File: config.mk
export PLATFORM = sky130hd
export DESIGN_NAME = axil_timer
export DESIGN_NICKNAME = d
export VERILOG_FILES = /design/src/rtl/axil_timer_pkg.sv /design/src/rtl/axil_timer_prescaler.sv /design/src/rtl/axil_timer.sv
export SDC_FILE = /design/constraint.sdc
export NUM_CORES = 1
export LEC_CHECK = 0
export ABC_AREA = 1
export CAP_MARGIN = 15
export CORE_MARGIN = 8
export CORE_UTILIZATION = 49
export CTS_CLUSTER_DIAMETER = 150
export DETAILED_ROUTE_END_ITERATION = 8
export PLACE_DENSITY = 0.85
export REMOVE_ABC_BUFFERS = 1
export SYNTH_ARGS = -nofsm -noshare
export SYNTH_HDL_FRONTEND = slang
export SYNTH_SLANG_ARGS = --single-unit
File: constraint.sdc
create_clock -name aclk -period 2 [get_ports aclk]
set_clock_uncertainty 0.2 [all_clocks]
set_input_delay 0.6 -clock aclk [delete_from_list [all_inputs] [get_ports aclk]]
set_output_delay 0.6 -clock aclk [all_outputs]
set_load 0.02 [all_outputs]
File: src/rtl/axil_timer_pkg.sv
// Shared constants and types for the AXI-Lite timer: register offsets, CTRL bit
// positions, response codes and the read/write channel state encodings.
package axil_timer_pkg;

    localparam logic [2:0] IDX_CTRL     = 3'd0;
    localparam logic [2:0] IDX_COUNT    = 3'd1;
    localparam logic [2:0] IDX_COMPARE  = 3'd2;
    localparam logic [2:0] IDX_STATUS   = 3'd3;
    localparam logic [2:0] IDX_PRESCALE = 3'd4;

    localparam int CTRL_EN     = 0;
    localparam int CTRL_RELOAD = 1;
    localparam int CTRL_IEN    = 2;

    typedef enum logic [1:0] {
        OKAY   = 2'b00,
        SLVERR = 2'b10
    } resp_t;

    typedef enum logic {
        WR_IDLE,
        WR_RESP
    } wr_state_t;

    typedef enum logic {
        RD_IDLE,
        RD_DATA
    } rd_state_t;

    function automatic logic [31:0] apply_strb(input logic [31:0] old_val,
                                               input logic [31:0] new_val,
                                               input logic [3:0]  strb);
        logic [31:0] r;
        r = old_val;
        for (int b = 0; b < 4; b++) begin
            if (strb[b]) r[8*b +: 8] = new_val[8*b +: 8];
        end
        return r;
    endfunction

endpackage

File: src/rtl/axil_timer_prescaler.sv
// Tick divider: counts 0..PRESCALE while enabled and pulses tick on the terminal value.
// Only present when AXIL_TIMER_PRESCALER_EN is defined.
`ifdef AXIL_TIMER_PRESCALER_EN
module axil_timer_prescaler (
    input  logic        aclk,
    input  logic        aresetn,
    input  logic        en_i,
    input  logic        clear_i,
    input  logic [31:0] prescale_i,
    output logic        tick_o
);

    logic [31:0] cnt_q, cnt_d;

    assign tick_o = en_i && (cnt_q == prescale_i);

    always_comb begin
        cnt_d = cnt_q;
        if (clear_i)     cnt_d = '0;
        else if (tick_o) cnt_d = '0;
        else if (en_i)   cnt_d = cnt_q + 32'd1;
    end

    always_ff @(posedge aclk) begin
        if (!aresetn) cnt_q <= '0;
        else          cnt_q <= cnt_d;
    end

endmodule
`endif

File: src/rtl/axil_timer.sv
// AXI-Lite slave with a free-running 32-bit timer, compare match and level irq.
// AXIL_TIMER_PRESCALER_EN adds the PRESCALE register at 0x10 and the tick divider.
//   state   | meaning
//   WR_IDLE | waiting for AW and W together; write commits on the accepting edge
//   WR_RESP | bvalid held until bready
//   RD_IDLE | arready high; read data captured on the accepting edge
//   RD_DATA | rvalid held until rready
module axil_timer
    import axil_timer_pkg::*;
#(
    parameter int ADDR_WIDTH = 32,
    parameter int DATA_WIDTH = 32,
    parameter int STRB_WIDTH = DATA_WIDTH / 8
) (
    input  logic                  aclk,
    input  logic                  aresetn,
    input  logic [ADDR_WIDTH-1:0] s_axil_awaddr,
    input  logic [2:0]            s_axil_awprot,
    input  logic                  s_axil_awvalid,
    output logic                  s_axil_awready,
    input  logic [DATA_WIDTH-1:0] s_axil_wdata,
    input  logic [STRB_WIDTH-1:0] s_axil_wstrb,
    input  logic                  s_axil_wvalid,
    output logic                  s_axil_wready,
    output logic [1:0]            s_axil_bresp,
    output logic                  s_axil_bvalid,
    input  logic                  s_axil_bready,
    input  logic [ADDR_WIDTH-1:0] s_axil_araddr,
    input  logic [2:0]            s_axil_arprot,
    input  logic                  s_axil_arvalid,
    output logic                  s_axil_arready,
    output logic [DATA_WIDTH-1:0] s_axil_rdata,
    output logic [1:0]            s_axil_rresp,
    output logic                  s_axil_rvalid,
    input  logic                  s_axil_rready,
    output logic                  irq
);

    wr_state_t   wr_state_q, wr_state_d;
    rd_state_t   rd_state_q, rd_state_d;
    resp_t       bresp_q, bresp_d, rresp_q, rresp_d;
    logic [31:0] rdata_q, rdata_d, rd_val;
    logic [2:0]  ctrl_q, ctrl_d;
    logic [31:0] count_q, count_d, compare_q, compare_d;
    logic        pending_q, pending_d;
    logic        wr_en, tick, match;
    logic [2:0]  wr_idx, rd_idx;
    logic        unused_bits;

    assign wr_idx = s_axil_awaddr[4:2];
    assign rd_idx = s_axil_araddr[4:2];
    assign unused_bits = ^{s_axil_awaddr[ADDR_WIDTH-1:5], s_axil_awaddr[1:0], s_axil_awprot,
                           s_axil_araddr[ADDR_WIDTH-1:5], s_axil_araddr[1:0], s_axil_arprot};

    function automatic logic is_mapped(input logic [2:0] idx);
        case (idx)
            IDX_CTRL, IDX_COUNT, IDX_COMPARE, IDX_STATUS: return 1'b1;
`ifdef AXIL_TIMER_PRESCALER_EN
            IDX_PRESCALE: return 1'b1;
`endif
            default: return 1'b0;
        endcase
    endfunction

`ifdef AXIL_TIMER_PRESCALER_EN
    logic [31:0] prescale_q, prescale_d;
    logic        wr_prescale;

    assign wr_prescale = wr_en && (wr_idx == IDX_PRESCALE);
    assign prescale_d  = wr_prescale ? apply_strb(prescale_q, s_axil_wdata, s_axil_wstrb) : prescale_q;

    axil_timer_prescaler u_prescaler (
        .aclk       (aclk),
        .aresetn    (aresetn),
        .en_i       (ctrl_q[CTRL_EN]),
        .clear_i    (wr_prescale),
        .prescale_i (prescale_q),
        .tick_o     (tick)
    );
`else
    assign tick = ctrl_q[CTRL_EN];
`endif

    assign match = tick && (count_q == compare_q);
    assign irq   = pending_q & ctrl_q[CTRL_IEN];

    always_comb begin
        wr_state_d     = wr_state_q;
        bresp_d        = bresp_q;
        wr_en          = 1'b0;
        s_axil_awready = 1'b0;
        s_axil_wready  = 1'b0;
        s_axil_bvalid  = 1'b0;
        case (wr_state_q)
            WR_IDLE: begin
                if (aresetn && s_axil_awvalid && s_axil_wvalid) begin
                    s_axil_awready = 1'b1;
                    s_axil_wready  = 1'b1;
                    wr_en          = 1'b1;
                    bresp_d        = is_mapped(wr_idx) ? OKAY : SLVERR;
                    wr_state_d     = WR_RESP;
                end
            end
            WR_RESP: begin
                s_axil_bvalid = 1'b1;
                if (s_axil_bready) wr_state_d = WR_IDLE;
            end
            default: wr_state_d = WR_IDLE;
        endcase
    end

    always_comb begin
        rd_val = '0;
        case (rd_idx)
            IDX_CTRL:    rd_val = {29'd0, ctrl_q};
            IDX_COUNT:   rd_val = count_q;
            IDX_COMPARE: rd_val = compare_q;
            IDX_STATUS:  rd_val = {31'd0, pending_q};
`ifdef AXIL_TIMER_PRESCALER_EN
            IDX_PRESCALE: rd_val = prescale_q;
`endif
            default:     rd_val = '0;
        endcase
    end

    always_comb begin
        rd_state_d     = rd_state_q;
        rdata_d        = rdata_q;
        rresp_d        = rresp_q;
        s_axil_arready = 1'b0;
        s_axil_rvalid  = 1'b0;
        case (rd_state_q)
            RD_IDLE: begin
                s_axil_arready = aresetn;
                if (aresetn && s_axil_arvalid) begin
                    rdata_d    = rd_val;
                    rresp_d    = is_mapped(rd_idx) ? OKAY : SLVERR;
                    rd_state_d = RD_DATA;
                end
            end
            RD_DATA: begin
                s_axil_rvalid = 1'b1;
                if (s_axil_rready) rd_state_d = RD_IDLE;
            end
            default: rd_state_d = RD_IDLE;
        endcase
    end

    // Software writes to COUNT win over the tick; a match beats a same-cycle W1C.
    always_comb begin
        ctrl_d    = ctrl_q;
        count_d   = count_q;
        compare_d = compare_q;
        pending_d = pending_q;
        if (wr_en && wr_idx == IDX_CTRL && s_axil_wstrb[0]) ctrl_d = s_axil_wdata[2:0];
        if (wr_en && wr_idx == IDX_COMPARE)
            compare_d = apply_strb(compare_q, s_axil_wdata, s_axil_wstrb);
        if (wr_en && wr_idx == IDX_COUNT)
            count_d = apply_strb(count_q, s_axil_wdata, s_axil_wstrb);
        else if (tick)
            count_d = (match && ctrl_q[CTRL_RELOAD]) ? 32'd0 : count_q + 32'd1;
        if (match)
            pending_d = 1'b1;
        else if (wr_en && wr_idx == IDX_STATUS && s_axil_wstrb[0] && s_axil_wdata[0])
            pending_d = 1'b0;
    end

    always_ff @(posedge aclk) begin
        if (!aresetn) begin
            wr_state_q <= WR_IDLE;
            rd_state_q <= RD_IDLE;
            bresp_q    <= OKAY;
            rresp_q    <= OKAY;
            rdata_q    <= '0;
            ctrl_q     <= '0;
            count_q    <= '0;
            compare_q  <= '0;
            pending_q  <= 1'b0;
`ifdef AXIL_TIMER_PRESCALER_EN
            prescale_q <= '0;
`endif
        end else begin
            wr_state_q <= wr_state_d;
            rd_state_q <= rd_state_d;
            bresp_q    <= bresp_d;
            rresp_q    <= rresp_d;
            rdata_q    <= rdata_d;
            ctrl_q     <= ctrl_d;
            count_q    <= count_d;
            compare_q  <= compare_d;
            pending_q  <= pending_d;
`ifdef AXIL_TIMER_PRESCALER_EN
            prescale_q <= prescale_d;
`endif
        end
    end

    assign s_axil_bresp = bresp_q;
    assign s_axil_rresp = rresp_q;
    assign s_axil_rdata = rdata_q;

endmodule

### After elaboration in Yosys (flattened, before gate mapping)

Cells that the tools add are included.

* register bits: 106
* bits in latches: 0
* bits in writable memories: 0
* bits in read-only memories: 0
* output and inout bits: 42
* memories: 0

* add/sub/neg operators: 1
* multipliers: 0
* div/mod/pow operators: 0
* order comparisons: 0
* equality and inequality tests: 11
* shift-type cells: 0
* multiplexer cells: 28
* bitwise operators: 3
* reductions and logical operators: 28

Operator list (number)
* 32-bit one-hot mux with 4 select lines: 1
* 32-bit 2-to-1 mux: 3
* 32-bit by 1-bit adder with 32-bit output, second input constant: 1
* 32-bit equality test: 1
* 8-bit 2-to-1 mux: 4
* 2-bit AND reduction: 10
* 1-bit 2-to-1 mux: 16
* 3-bit by 2-bit equality test with 1-bit output, second input constant: 4
* 1-bit logical AND: 12
* 2-bit != test, second input constant: 4
* 4-bit OR reduction: 2
* 3-bit by 1-bit equality test with 1-bit output, second input constant: 2
* 3-bit logical NOT: 2
* 2-bit 2-to-1 mux: 2
* 1-bit one-hot mux with 2 select lines: 2
* 2-bit nonzero test: 2
* 1-bit NOT: 2
* 1-bit bitwise AND: 1

### Longest topological paths before layout

Gate-level depths: netlist (run 1).

* word-level depth: 9
* gate-level depth with buffers: 13

### Worst setup path before layout (run 1)

No wires, ideal clock.

* path type: input -> register
* from: in aresetn
* to: reg rdata_q[2], in the netlist s_axil_rdata[2]
* library setup time: 70 ps
* arrival: 1815 ps
* required time: 1730 ps
* path slack: -85 ps
* stages: 8
* path buffers: 2
* cells stage by stage: buf_4 -> inv_2 -> nor2_1 -> nand2_1 -> inv_2 -> buf_2 -> nand2_1 -> a21oi_1

* longest elaborated chain between the ends: 2

RTL lines
* from (decl): line axil_timer.sv:16 `input logic aresetn,`
* 1-bit logical AND: line axil_timer.sv:135 `if (aresetn && s_axil_arvalid) begin`
* 2-bit AND reduction (no line)
* to (signal assigned): line axil_timer.sv:187 `rdata_q <= rdata_d;`
* to (decl): line axil_timer.sv:42 `logic [31:0] rdata_q, rdata_d, rd_val;`

Several ways; a longest one is shown, not always the timed one.
A chain may end at the register's enable or synchronous reset.

### Worst setup path after layout (run 1)

* from: in aresetn
* to: out s_axil_wready

* longest elaborated chain between the ends: 4

RTL lines
* 1-bit logical AND (2 in a row): line axil_timer.sv:96 `if (aresetn && s_axil_awvalid && s_axil_wvalid) begin`
* 1-bit 2-to-1 mux: line axil_timer.sv:96
* 1-bit 2-to-1 mux: line axil_timer.sv:94 `case (wr_state_q)`
* to (decl): line axil_timer.sv:24 `output logic s_axil_wready,`

No other way between the ends.

==> metrics.json, run 1 <==
{
  "drt": {
    "detailedRoute.firstIterationViolations": 539,
    "vias_per_cell": 5.521,
    "vias": 6631,
    "drc_errors": 0,
    "1st_pass_router_iterations": 5,
    "postRouteAntennaNets": 0,
    "route.detailed.wl_per_inst_um": 15.31,
    "postRouteWirelength_mm": 18.38
  },
  "layout": {
    "finish.net_count": 1166,
    "multi_input_comb_area_mm2": 0.003326,
    "sequential_cell_area_mm2": 0.002090,
    "post_route_cells_drive_above_1_share_pct": 16.51,
    "antenna-diode-count": 0,
    "finalCoreUtilization_pct": 66.01,
    "area_delta_synth_final_pct": 33.54,
    "finalNonFillerCells": 1201,
    "fillCellCount": 1025
  },
  "critical_path": {
    "worstSetupEndpointType": "output pin",
    "worst-path-buf-inv": 4,
    "worstReg2RegEnd": "count_q[1]",
    "rrSetupSlack_ns": 0.11,
    "worst_path_largest_cell_delay_ns": 0.16,
    "critical_path_required_ns": 1.20,
    "timing.critical_path.cells": "clkbuf_4 -> buf_6 -> nand3_4 -> inv_4 -> buf_6",
    "reg2regPathDepth": 12,
    "cp-start-kind": "input pin",
    "crit_fanout": 3,
    "crit_top_cell": "sky130_fd_sc_hd__buf_6",
    "worst_path_dominant_cell_family": "buffers and inverters",
    "crit_path_top_delay_cell": "sky130_fd_sc_hd__clkbuf_4",
    "arrival_ns": 1.15,
    "r2r_start": "count_q[8]",
    "timing.setup.critical_path_class": "in -> out"
  },
  "timing": {
    "final_max_slew_viol_count": 0,
    "finalHoldViolCount": 0,
    "period_needed_ns": 1.947,
    "tightest_slew_margin_relative_to_the_limit_pct": 61.16,
    "post-route-period-util_pct": 97.37,
    "timing.fmax_mhz": 513.5,
    "final-setup-viol-count": 0,
    "holdWs_ns": 0.2606,
    "worst_pin_slew_ns": 0.5826,
    "worst_setup_slack_after_layout_ns": 0.05268
  },
  "clock_tree": {
    "clock_tree.root_cell": "sky130_fd_sc_hd__clkbuf_16",
    "clkSlewWorstSetupHoldPaths_ns": 0.06,
    "cts_inserted_buffers": 9,
    "clock_sinks": 104,
    "htree_levels": 3,
    "tritoncts": "done",
    "insertion_delay_ns": 0.35,
    "cts.path.max_buffers": 2
  },
  "yosys": {
    "synth_top_family_by_area": "simple AND/OR/NAND/NOR gates",
    "synth.area.mux_share_pct": 0,
    "synth_top_area_share_pct": 35.66,
    "netlist_area_before_placement_mm2": 0.005838,
    "synth_area_leaders": "sky130_fd_sc_hd__dfxtp_1 (36%), sky130_fd_sc_hd__nand2_1 (16%), sky130_fd_sc_hd__a21oi_1 (9.5%)",
    "synth_cell_type_count": 33,
    "synth-warning-count": 0,
    "compound_gate_portion_of_the_synthesized_area_pct": 22.95,
    "cells_after_synthesis": 913,
    "yosys.area_share.xor_xnor_pct": 1.650,
    "avgSynthCellArea_um2": 6.394,
    "synth-seq-area-share_pct": 35.66,
    "post_synth_and_or_nand_nor_area_fraction_pct": 29.94,
    "post_synthesis_adder_cell_area_fraction_pct": 0.2143,
    "ys_ff_latch": 104,
    "largest_area_contributor_in_the_synthesized_netlist": "sky130_fd_sc_hd__dfxtp_1"
  },
  "global_route": {
    "global_route.usage.met3_pct": 4.930,
    "grtUsageTotal_pct": 23.19,
    "groute.layer.met1.usage_pct": 29.60,
    "antenna_found_initial": 0,
    "grt_use_met2_pct": 37.74,
    "grt_first_pass_wirelength_mm": 30.38,
    "gr-max-usage-layer": "met2",
    "first_global_vias": 6309,
    "pin_count_of_the_biggest_net_entering_global_routing": 58,
    "grt_remaining_overflow": 0
  },
  "place": {
    "port-buffer-count": 88,
    "finalWeightedCongestion": 0.9693,
    "dp_cells": 1186,
    "hpwl_mm": 13.49,
    "pre_cts_ws_ns": -0.7725
  },
  "status": {
    "outcome": "completed"
  },
  "worst_hold_path": {
    "min_to": "s_axil_rdata[21]",
    "min_path_type": "reg -> reg",
    "whs_path_depth": 2,
    "worstHoldStart": "s_axil_rdata[21]"
  },
  "die": {
    "ioPinCount": 155,
    "coreArea_mm2": 0.01181,
    "fp.dieArea_mm2": 0.01566,
    "initial_core_util_pct": 49.43,
    "floorplan.die.height_um": 125.2,
    "standard_cell_row_count": 40,
    "fp.dieW_um": 125.2
  },
  "pwr": {
    "static-leakage-power_nw": 3.199,
    "vdd_ir_drop_max_uv": 315.4,
    "power.density_mw_per_mm2": 553.6
  },
  "job": {
    "maxCapViolCount": 0
  }
}
## worst min-delay path: cells and delay by family (launching register included)
| kind | cells | cell delay (ns) |
|---|---|---|
| flops | 1 | 0.31 |
| simple gates | 1 | 0.06 |
| compound gates | 1 | 0.05 |
## final cells by class
class / count / area share [%]
sequential: 104 / 26.80
clock inverter: 1 / 0.3852
inverter: 92 / 4.494
timing repair buffer: 167 / 20.14
clock buffer: 12 / 3.162
multi-input combinational: 678 / 42.66
tap: 147 / 2.359
## cells in the mapped netlist
| library cell | number |
|---|---|
| sky130_fd_sc_hd__nor3b_1 | 2 |
| sky130_fd_sc_hd__clkbuf_1 | 20 |
| sky130_fd_sc_hd__nand2_1 | 253 |
| sky130_fd_sc_hd__a21oi_1 | 111 |
| sky130_fd_sc_hd__inv_1 | 74 |
| sky130_fd_sc_hd__nand4_1 | 7 |
| sky130_fd_sc_hd__xnor2_1 | 1 |
| sky130_fd_sc_hd__nor2_4 | 3 |
| sky130_fd_sc_hd__o22ai_1 | 33 |
| sky130_fd_sc_hd__nand3_2 | 1 |
| sky130_fd_sc_hd__nand3_1 | 27 |
| sky130_fd_sc_hd__ha_1 | 1 |
| sky130_fd_sc_hd__nor2_1 | 76 |
| sky130_fd_sc_hd__buf_2 | 11 |
| sky130_fd_sc_hd__nand3_4 | 3 |
| sky130_fd_sc_hd__buf_6 | 3 |
| sky130_fd_sc_hd__conb_1 | 1 |
| sky130_fd_sc_hd__nor2_2 | 6 |
| sky130_fd_sc_hd__nor4_2 | 1 |
| sky130_fd_sc_hd__buf_1 | 1 |
| sky130_fd_sc_hd__nor3_1 | 8 |
| sky130_fd_sc_hd__buf_4 | 5 |
| sky130_fd_sc_hd__o21ai_0 | 99 |
| sky130_fd_sc_hd__o21ai_1 | 13 |
| sky130_fd_sc_hd__nand2_2 | 15 |
| sky130_fd_sc_hd__inv_4 | 2 |
| sky130_fd_sc_hd__nand2_4 | 1 |
| sky130_fd_sc_hd__dfxtp_1 | 104 |
| sky130_fd_sc_hd__nor3_2 | 2 |
| sky130_fd_sc_hd__xor2_1 | 10 |
| sky130_fd_sc_hd__inv_2 | 16 |
| sky130_fd_sc_hd__o221ai_1 | 2 |
| sky130_fd_sc_hd__nand3b_1 | 1 |
## where the power goes
group	leakage [nW]	switching, mW	internal [mW]	total, mW
Combinational	2.22	0.255	0.218	0.474
Sequential	0.842	0.0195	2.09	2.11
Clock	0.135	0.746	0.986	1.73
Total	3.20	1.02	3.30	4.32
## per-layer routing
metal | part of all wire [%] | vias up
met3 | 7.5 | 30
met5 | 0 | -
met2 | 46 | 268
li1 | - | 3263
met1 | 44 | 3070
met4 | 2.0 | 0
## cell families (layout without fill, tap and decap cells)
| logic type | count (synthesis) | count (layout) |
|---|---|---|
| adders and majority gates | 1 | 1 |
| and+or+nand+nor | 406 | 406 |
| DFF | 104 | 104 |
| buffers and inverters | 132 | 272 |
| other | 1 | 2 |
| xor gates and xnor gates | 11 | 11 |
| AOI/OAI and AO/OA | 258 | 258 |
## state kept, by name, summed over array words and instances (netlist names)
| name | count |
|---|---|
| compare_q | 32 |
| count_q | 32 |
| s_axil_rdata | 32 |
| ctrl_q | 3 |
| pending_q | 1 |
| rd_state_q | 1 |
| s_axil_bresp | 1 |
| s_axil_rresp | 1 |
| wr_state_q | 1 |
## metrics by stage
stage               area [um^2]  setup TNS, ns  power [mW]
finish                     7796              0       4.316
CTS                        7709              0       4.318
global placement           7412         -36.71       2.607
floorplan                  5637         -23.70       2.318
detailed placement         7412         -40.90       2.613
global route               7796       -0.04864       4.449
## cell usage in the layout, fill, tap and decap left out, types with 5 or more instances in the layout
cell and instances:
sky130_fd_sc_hd__dlygate4sd2_1 37, sky130_fd_sc_hd__buf_4 66, sky130_fd_sc_hd__o22ai_1 33, sky130_fd_sc_hd__inv_2 18, sky130_fd_sc_hd__a21oi_1 110, sky130_fd_sc_hd__nand2_2 16
sky130_fd_sc_hd__clkbuf_16 9, sky130_fd_sc_hd__buf_12 11, sky130_fd_sc_hd__clkdlybuf4s50_1 41, sky130_fd_sc_hd__dfxtp_2 6, sky130_fd_sc_hd__xor2_1 10, sky130_fd_sc_hd__nor3_1 5
sky130_fd_sc_hd__inv_1 72, sky130_fd_sc_hd__nand4_1 7, sky130_fd_sc_hd__nand2_1 248, sky130_fd_sc_hd__nand3_1 26, sky130_fd_sc_hd__nor2_1 69, sky130_fd_sc_hd__o21ai_0 93
sky130_fd_sc_hd__dfxtp_1 98, sky130_fd_sc_hd__o21ai_1 18, sky130_fd_sc_hd__nor2_4 6, sky130_fd_sc_hd__nor2_2 10
## how the worst max path moves through the flow
stage,cells past startpoint,slack (ns),start,endpoint
finish,5,0.05,aresetn,s_axil_wready
global route,7,-0.02,s_axil_awaddr[4],count_q[25]
CTS,9,0.004,s_axil_awaddr[2],count_q[1]
detailed placement,6,-0.77,s_axil_wvalid,s_axil_wready
global placement,6,-0.76,s_axil_wvalid,s_axil_awready
floorplan,6,-0.63,aresetn,s_axil_rdata[10]
## what timing repair did
item                       4_1_cts  5_1_grt
pin swaps                        6        5
setup buffers                    2        0
hold buffers                     0        0
resized for setup               75       39
setup endpoints to repair       90       85
No activity file was read; power rests on OpenSTA's default activity.
==> run 2: changes to the inputs <==
GPL_ROUTABILITY_DRIVEN = 0   (was not set)
==> run 2 against run 1 <==
Effect of this change: critical endpoint is now s_axil_bvalid; non-clock buffer count down 3; maximum frequency down 0.66%; wire length down 1.2%; total power up 2.1%.
==> metrics.json, run 2 (synthesis results as in run 1) <==
{
  "clock_tree": {
    "insertion_delay_ns": 0.35,
    "clock_tree.root_cell": "sky130_fd_sc_hd__clkbuf_16",
    "cts_inserted_buffers": 9,
    "htree_levels": 3,
    "cts.path.max_buffers": 2,
    "clock_sinks": 104,
    "cts_hold_repair.buffers": 0,
    "clkSlewWorstSetupHoldPaths_ns": 0.07,
    "tritoncts": "done"
  },
  "global_route": {
    "first_global_vias": 6144,
    "grtUsageTotal_pct": 22.81,
    "pin_count_of_the_biggest_net_entering_global_routing": 58,
    "antenna_found_initial": 0,
    "grt_remaining_overflow": 0,
    "grt_first_pass_wirelength_mm": 29.77
  },
  "drt": {
    "1st_pass_router_iterations": 6,
    "vias_per_cell": 5.502,
    "postRouteAntennaNets": 0,
    "vias": 6608,
    "drc_errors": 0,
    "detailedRoute.firstIterationViolations": 633,
    "postRouteWirelength_mm": 18.16,
    "route.detailed.wl_per_inst_um": 15.12
  },
  "pwr": {
    "final_total_pwr_mw": 4.407,
    "clock_group_share_of_total_power_pct": 41.3,
    "power.net_switching_mw": 1.036,
    "power.density_mw_per_mm2": 562.1,
    "power.share.combinational_pct": 10.8,
    "sequential_share_of_power_pct": 47.9,
    "static-leakage-power_nw": 3.201,
    "p_int_mw": 3.371,
    "vdd_ir_drop_max_uv": 337.9,
    "netSwitchingFraction_pct": 23.51
  },
  "die": {
    "standard_cell_row_count": 40,
    "fp.dieArea_mm2": 0.01566,
    "floorplan.die.height_um": 125.2,
    "fp.dieW_um": 125.2,
    "ioPinCount": 155,
    "initial_core_util_pct": 49.43,
    "coreArea_mm2": 0.01181
  },
  "layout": {
    "finalNonFillerCells": 1201,
    "layout_commonest_cell": "sky130_fd_sc_hd__nand2_1",
    "post_route_cells_drive_above_1_share_pct": 16.70,
    "antenna-diode-count": 0,
    "fin_area_mm2": 0.007840,
    "finish.net_count": 1164,
    "area_delta_synth_final_pct": 34.29,
    "mostFrequentLayoutCells": "sky130_fd_sc_hd__nand2_1 (248), sky130_fd_sc_hd__a21oi_1 (110), sky130_fd_sc_hd__dfxtp_1 (98)",
    "finalCoreUtilization_pct": 66.38
  },
  "critical_path": {
    "worstReg2RegEnd": "count_q[5]",
    "arrival_ns": 1.16,
    "crit_fanout": 2,
    "reg2regPathDepth": 12,
    "crit_path_top_delay_cell": "sky130_fd_sc_hd__dfxtp_1",
    "cp-start-kind": "flop",
    "worstSetupEndpointType": "output pin",
    "timing.critical_path.cells": "buf_4 -> clkdlybuf4s15_1",
    "r2r_start": "count_q[17]",
    "worst_path_largest_cell_delay_ns": 0.38,
    "critical_path_required_ns": 1.20,
    "timing.setup.critical_path_class": "reg -> out",
    "rrSetupSlack_ns": 0.11
  },
  "timing": {
    "tightest_slew_margin_relative_to_the_limit_pct": 63.41,
    "final.setup.tns_ns": 0,
    "period_needed_ns": 1.960,
    "timing.fmax_mhz": 510.1,
    "grt_setup_unrepaired": "yes",
    "final-setup-viol-count": 0,
    "post-route-period-util_pct": 98.02,
    "final_max_slew_viol_count": 0,
    "worst_pin_slew_ns": 0.5489,
    "finalHoldViolCount": 0
  },
  "status": {
    "outcome": "completed"
  },
  "worst_hold_path": {
    "min_to": "s_axil_rdata[5]",
    "whs_path_depth": 2,
    "min_path_type": "reg -> reg",
    "worstHoldStart": "s_axil_rdata[5]"
  },
  "place": {
    "port-buffer-count": 88,
    "hpwl_mm": 13.26,
    "placement_stage_cell_area_mm2": 0.007357,
    "dp_cells": 1182
  },
  "job": {
    "maxCapViolCount": 0
  }
}
run 2: through the flow:
stage | worst slack [ns] | hold slack [ns]
5_1_grt | -0.02736 | 0.2723
4_1_cts | 0.002045 | 0.2625
3_3_place_gp | -0.7596 | 0.2516
2_1_floorplan | -0.6285 | 0.2368
6_report | 0.03967 | 0.2594
3_5_place_dp | -0.8042 | 0.2548
run 2: per-layer routing:
metal | part of all wire (%) | vias up | GRT usage (%)
li1 | - | 3270 | -
met1 | 44 | 3021 | 29.47
met2 | 46 | 290 | 37.26
met3 | 7.4 | 27 | 3.570
met4 | 2.0 | 0 | 9.097
met5 | 0 | - | 0
run 2: how the worst max path moves through the flow:
| stage | startpoint | end | slack, ns | cells past startpoint |
|---|---|---|---|---|
| final | wr_state_q | s_axil_bvalid | 0.04 | 2 |
| after global routing | s_axil_wvalid | count_q[1] | -0.03 | 12 |
| after CTS | aresetn | s_axil_arready | 0.002 | 5 |
| after detailed placement | s_axil_wvalid | s_axil_wready | -0.80 | 6 |
| after global placement | s_axil_wvalid | s_axil_awready | -0.76 | 6 |
| after floorplan | aresetn | s_axil_rdata[10] | -0.63 | 6 |
run 2: critical path, delay by kind of cell (launching register included):
kind	cells	cell delay (ns)
buf+inv	2	0.44
flops	1	0.38
run 2: cell type report:
type / instances / area, um^2
Clock inverter: 3 / 40.04
Tap cell: 147 / 183.9
Timing Repair Buffer: 164 / 1550
Multi-Input combinational cell: 679 / 3354
Clock buffer: 12 / 266.5
Inverter: 92 / 352.8
Sequential cell: 104 / 2092
Fill cell: 996 / 3971
run 2: timing repair:
| action | CTS | global route |
|---|---|---|
| setup endpoints to repair | 83 | 76 |
| cloned | 1 | 0 |
| setup buffers | 2 | 1 |
| pin swaps | 6 | 11 |
| gates resized for setup | 77 | 63 |
run 2: power groups by stage:
stage,clock network (mW),logic [mW],registers (mW)
2_1_floorplan,0,0.157,2.16
3_3_place_gp,0,0.447,2.16
3_5_place_dp,0,0.454,2.16
5_1_grt,1.92,0.513,2.11
6_report,1.82,0.477,2.11
4_1_cts,1.84,0.459,2.11
